==> src/rtl/load_store_unit.sv <==
// Load/store unit: sub-word loads with sign/zero extension, sub-word stores via read-modify-write.
// Optional MISALIGN_TRAP_EN: trap misaligned halfword/word accesses instead of force-aligning them.
module load_store_unit #(
    parameter int MEM_WORDS = 256
) (
    input  logic        clk,
    input  logic        reset,
    input  logic        req_valid,
    output logic        req_ready,
    input  logic        req_we,
    input  logic [1:0]  req_size,
    input  logic        req_unsigned,
    input  logic [31:0] req_addr,
    input  logic [31:0] req_wdata,
    output logic        resp_valid,
    input  logic        resp_ready,
    output logic [31:0] resp_rdata,
    output logic        resp_err,
    output logic        MemRead,
    output logic        MemWrite,
    output logic [31:0] address,
    output logic [31:0] writeData,
    input  logic [31:0] readData
);

    typedef enum logic [2:0] {IDLE, LOAD, STORE, RMW_RD, RMW_WR, RESP} state_t;

    localparam logic [1:0]  SZ_B      = 2'b00;
    localparam logic [1:0]  SZ_H      = 2'b01;
    localparam logic [1:0]  SZ_W      = 2'b10;
    localparam logic [1:0]  SZ_X      = 2'b11;
    localparam logic [31:0] ADDR_MASK = 32'(MEM_WORDS * 4 - 1);

    state_t      state_q, state_d;
    logic        we_q, we_d;
    logic [1:0]  size_q, size_d;
    logic        uns_q, uns_d;
    logic [31:0] addr_q, addr_d;
    logic [31:0] wdata_q, wdata_d;
    logic [31:0] merge_q, merge_d;
    logic [31:0] rdata_q, rdata_d;
    logic        err_q, err_d;

    logic        misaligned;
    logic        illegal;
    logic [7:0]  byte_sel;
    logic [15:0] half_sel;
    logic [31:0] load_ext;
    logic [31:0] merged;

`ifdef MISALIGN_TRAP_EN
    assign misaligned = ((req_size == SZ_H) && req_addr[0]) ||
                        ((req_size == SZ_W) && (req_addr[1:0] != 2'b00));
`else
    assign misaligned = 1'b0;
`endif

    assign illegal = (req_size == SZ_X) || misaligned;

    // Lane extraction uses only the naturally aligned low address bits.
    always_comb begin
        byte_sel = readData[{addr_q[1:0], 3'b000} +: 8];
        half_sel = addr_q[1] ? readData[31:16] : readData[15:0];
        case (size_q)
            SZ_B:    load_ext = {{24{~uns_q & byte_sel[7]}}, byte_sel};
            SZ_H:    load_ext = {{16{~uns_q & half_sel[15]}}, half_sel};
            default: load_ext = readData;
        endcase
    end

    always_comb begin
        merged = merge_q;
        if (size_q == SZ_B) begin
            merged[{addr_q[1:0], 3'b000} +: 8] = wdata_q[7:0];
        end else begin
            merged[{addr_q[1], 4'b0000} +: 16] = wdata_q[15:0];
        end
    end

    // NOTE: every output of this block gets a default first, so no path can infer a latch.
    always_comb begin
        state_d  = state_q;
        we_d     = we_q;
        size_d   = size_q;
        uns_d    = uns_q;
        addr_d   = addr_q;
        wdata_d  = wdata_q;
        merge_d  = merge_q;
        rdata_d  = rdata_q;
        err_d    = err_q;
        MemRead  = 1'b0;
        MemWrite = 1'b0;

        case (state_q)
            IDLE: begin
                if (req_valid) begin
                    we_d    = req_we;
                    size_d  = req_size;
                    uns_d   = req_unsigned;
                    addr_d  = req_addr;
                    wdata_d = req_wdata;
                    rdata_d = 32'h0;
                    err_d   = illegal;
                    if (illegal)             state_d = RESP;
                    else if (!req_we)        state_d = LOAD;
                    else if (req_size == SZ_W) state_d = STORE;
                    else                     state_d = RMW_RD;
                end
            end
            LOAD: begin
                MemRead = 1'b1;
                rdata_d = load_ext;
                state_d = RESP;
            end
            STORE: begin
                MemWrite = 1'b1;
                state_d  = RESP;
            end
            RMW_RD: begin
                MemRead = 1'b1;
                merge_d = readData;
                state_d = RMW_WR;
            end
            RMW_WR: begin
                MemWrite = 1'b1;
                state_d  = RESP;
            end
            RESP: begin
                if (resp_ready) state_d = IDLE;
            end
            default: state_d = IDLE;
        endcase
    end

    // Strobe-side outputs are decoded from the current state so reset silences them at once.
    assign address    = (MemRead || MemWrite) ? ({addr_q[31:2], 2'b00} & ADDR_MASK) : 32'h0;
    assign writeData  = (state_q == STORE)  ? wdata_q :
                        (state_q == RMW_WR) ? merged  : 32'h0;
    assign req_ready  = (state_q == IDLE);
    assign resp_valid = (state_q == RESP);
    assign resp_rdata = rdata_q;
    assign resp_err   = err_q;

    // NOTE: sequential state uses non-blocking assignments only; all next values come from the comb block.
    always_ff @(posedge clk or posedge reset) begin
        if (reset) begin
            state_q <= IDLE;
            we_q    <= 1'b0;
            size_q  <= SZ_B;
            uns_q   <= 1'b0;
            addr_q  <= 32'h0;
            wdata_q <= 32'h0;
            merge_q <= 32'h0;
            rdata_q <= 32'h0;
            err_q   <= 1'b0;
        end else begin
            state_q <= state_d;
            we_q    <= we_d;
            size_q  <= size_d;
            uns_q   <= uns_d;
            addr_q  <= addr_d;
            wdata_q <= wdata_d;
            merge_q <= merge_d;
            rdata_q <= rdata_d;
            err_q   <= err_d;
        end
    end

    logic unused_we;
    assign unused_we = we_q;

endmodule

==> config.mk <==
export PLATFORM = sky130hd
export DESIGN_NAME = load_store_unit
export DESIGN_NICKNAME = d
export VERILOG_FILES = /design/src/rtl/load_store_unit.sv
export SDC_FILE = /design/constraint.sdc
export NUM_CORES = 1
export LEC_CHECK = 0
export CAP_MARGIN = 20
export CORE_MARGIN = 3
export CORE_UTILIZATION = 32
export CTS_CLUSTER_DIAMETER = 30
export CTS_CLUSTER_SIZE = 14
export DETAILED_ROUTE_END_ITERATION = 10
export PLACE_DENSITY = 0.71
export SETUP_SLACK_MARGIN = 0.3
export SLEW_MARGIN = 25
export SYNTH_ARGS = -nofsm -noshare
export SYNTH_HDL_FRONTEND = slang
export SYNTH_SLANG_ARGS = --single-unit
==> constraint.sdc <==
create_clock -name clk -period 3.84 [get_ports clk]
set_input_delay 0.768 -clock clk [delete_from_list [all_inputs] [get_ports clk]]
set_output_delay 0.768 -clock clk [all_outputs]
set_load 0.02 [all_outputs]
==> metrics.yaml <==
yosysWarnings: 0
synth_fa_ha_area_frac: 0.01036
start_kind: "flop"
synth-xor-area-share: 0.001451
reg2reg_from: "state_q[2]"
insertion_delay_ns: 0.42
synth_mux_area_frac: 0.1051
multi_input_comb_area_mm2: 0.002912
synth_edf_count: 0
vdd_drop_max_v: 0.0004488
relSlewSlack: 0.3318
setup_viol_count_final: 0
place_ws_ns: 0.6156
synthArstFlopShare: 1.000
synth_top_cell_by_area: "dfrtp_1"
port_buffers: 158
final_max_slew_viol_count: 0
vias: 5222
cpPeakStageDelay_ns: 0.60
crit_family: "buffers and inverters"
hold_violations: 0
finalWirelength_um: 19020
hpwl_um: 13960
firstDrtPassIters: 5
period_needed_ns: 3.451
cts_hold_buffers: 0
worstPathArrival_ns: 2.68
post-route-cell-area_mm2: 0.008437
drv_cap: 0
cp_cell_sequence: "buf_4 -> ha_1 -> clkinv_2 -> nor4_4 -> buf_4 -> a221o_1 -> a22o_1 -> clkdlybuf4s50_1"
fin_tns_setup_ns: 0
area_growth_pct: 39.75
synthDistinctLibCells: 50
grt_use_total: 0.1863
r2r.worst_path.cells: 4
synth_ff_type: "dfrtp_1"
cp_num_buf_inv: 4
die_h_um: 143.4
min_period_over_period: 0.8986
cts_buffers: 17
core_area_mm2: 0.01827
crit_required_ns: 3.07
yosysSeqAreaShare: 0.4684
htree_levels: 4
synth_top_area_share: 0.4684
crit_slowest_cell: "clkdlybuf4s50_1"
synth_seq_cells: 113
placed_cell_area_mm2: 0.007730
power_density_mw_per_mm2: 864.2
status: "completed"
netlist_instances: 606
grt_pass1_wl_um: 29190
final_cell_mix: "146 x nand2_1, 138 x clkdlybuf4s50_1, 113 x dfrtp_1"
grt_max_degree: 62
grt_overflow: 0
hp-class: "reg -> reg"
critical_path.endpoint_type: "output port"
ioPinCount: 205
synth_top_family_by_area: "compound AO/OA/AOI/OAI gates"
die_area_mm2: 0.02055
max_freq_mhz: 289.8
wl_per_cell_um: 18.89
root_buffer: "clkbuf_16"
path_depth: 8
crit_path_start: "addr_q[0]"
p_leak_nw: 4.037
start_util: 0.3304
drtIter0Drc: 281
drive_gt1_frac: 0.1311
grt_antenna_before_repair: 0
via_per_inst: 5.186
rows: 49
place_congestion: 0.8147
drcViolationCount: 0
cts_max_path_buffers: 2
rsz0062_at_grt: "false"
path_common_cell: "buf_4"
min_from: "addr_q[4]"
layout_commonest_cell: "nand2_1"
synth_simple_gate_area_frac: 0.1693
seq_area_mm2: 0.002828
cts.sinks: 113
synth.area.top_cells: "dfrtp_1 47%, nand2_1 9.1%, a221o_1 6.8%"
synth.avg_cell_area_um2: 9.962
cts_tree: "done"
n_fill_cell: 1713
synth_area_mm2: 0.006037
crit_type: "reg -> out"
grt_pass1_vias: 5159
timing.final.ws_setup_ns: 0.3895
worstMarginPinSlew_ns: 0.9948
finalClockSkew_ns: 0.004829
hold_depth: 2
finalNetCount: 875
path_clk_slew_ns: 0.05
cp_max_fo: 10
num_antenna_cells: 0
synth_compound_area_frac: 0.1758
drtAntennaViolNets: 0
die_x_um: 143.4
## metal layers
metal	up-vias	GRT usage	part of all wire
li1	2428	-	-
met1	2583	0.2458	0.44
met2	189	0.3027	0.48
met3	22	0.05624	0.071
met4	0	0.04460	0.013
met5	-	0	0
## Yosys cell counts (2+ instances only)
library cell and count:
a21o_1 2, a21oi_1 35, a221o_1 41, a221oi_1 2
a22o_1 24, a31oi_1 2, a32o_1 2, and2_1 17
and3b_1 2, buf_2 21, buf_4 28, buf_6 3
clkbuf_1 9, dfrtp_1 113, ha_1 5, inv_1 7
mux2_2 33, mux2i_1 24, nand2_1 147, nand2b_1 3
nand3_1 2, nor2_1 14, nor2b_1 11, nor3_1 8
nor3_2 2, nor3b_2 2, nor4_4 2, o21ai_0 14
o21ai_1 10
## area by class of cell
| type | instances | share of cell area |
|---|---|---|
| clock buffer | 26 | 0.05799 |
| clock inverter | 5 | 0.009195 |
| inverter | 8 | 0.004152 |
| multi-input combinational | 446 | 0.3451 |
| sequential | 113 | 0.3352 |
| tap | 229 | 0.03396 |
| timing repair buffer | 180 | 0.2144 |
## sequential cells by signal, summed over array words and instances, names as in the netlist
signal / cells
uns_q: 1
state_q: 3
addr_q: 10
merge_q: 32
resp_rdata: 32
wdata_q: 32
resp_err: 1
size_q: 2
## worst reg2reg max path, delay by kind of cell, from the launching register on
family | cells | cell delay (ns)
and+or+nand+nor | 3 | 1.33
AOI/OAI and AO/OA | 1 | 0.23
DFF | 1 | 0.50
## report_power, final
group          internal, W  switching, W  total, W
logic              0.00162       0.00189   0.00351
registers          0.00176      0.000481   0.00224
clock network      0.00100      0.000537   0.00154
total              0.00438       0.00291   0.00729
## metrics by stage
step	util	std cells	power, W	hold WS [ns]
2_1_floorplan	-	629	0.004390	0.4374
3_3_place_gp	0.4231	968	0.005653	0.4511
3_5_place_dp	0.4231	968	0.005725	0.4539
4_1_cts	0.4562	1001	0.007315	0.4676
5_1_grt	0.4618	1007	0.007761	0.4883
6_report	0.4618	1007	0.007291	0.4632
## logic make-up (layout without fill, tap and decap cells)
group,count (synthesis),count (layout)
and+or+nand+nor,218,218
AOI/OAI and AO/OA,140,140
DFF,113,113
buffers and inverters,70,219
muxes,58,58
adders and majority gates,5,5
other,1,24
xor gates and xnor gates,1,1
## worst paths after layout
path	to	slack [ns]
max	writeData[29]	0.39
max reg2reg	resp_rdata[16]	1.72
min reg2reg	addr_q[4]	0.46
min in group asynchronous	wdata_q[28]	0.93
min	addr_q[4]	0.46
max in group asynchronous	resp_rdata[16]	2.34
## timing repair
action	CTS	global route
endpoints found under the setup margin	24	28
setup buffers	2	6
pin swaps	3	3
resized for setup	5	22
(Power assumes the default switching activity.)
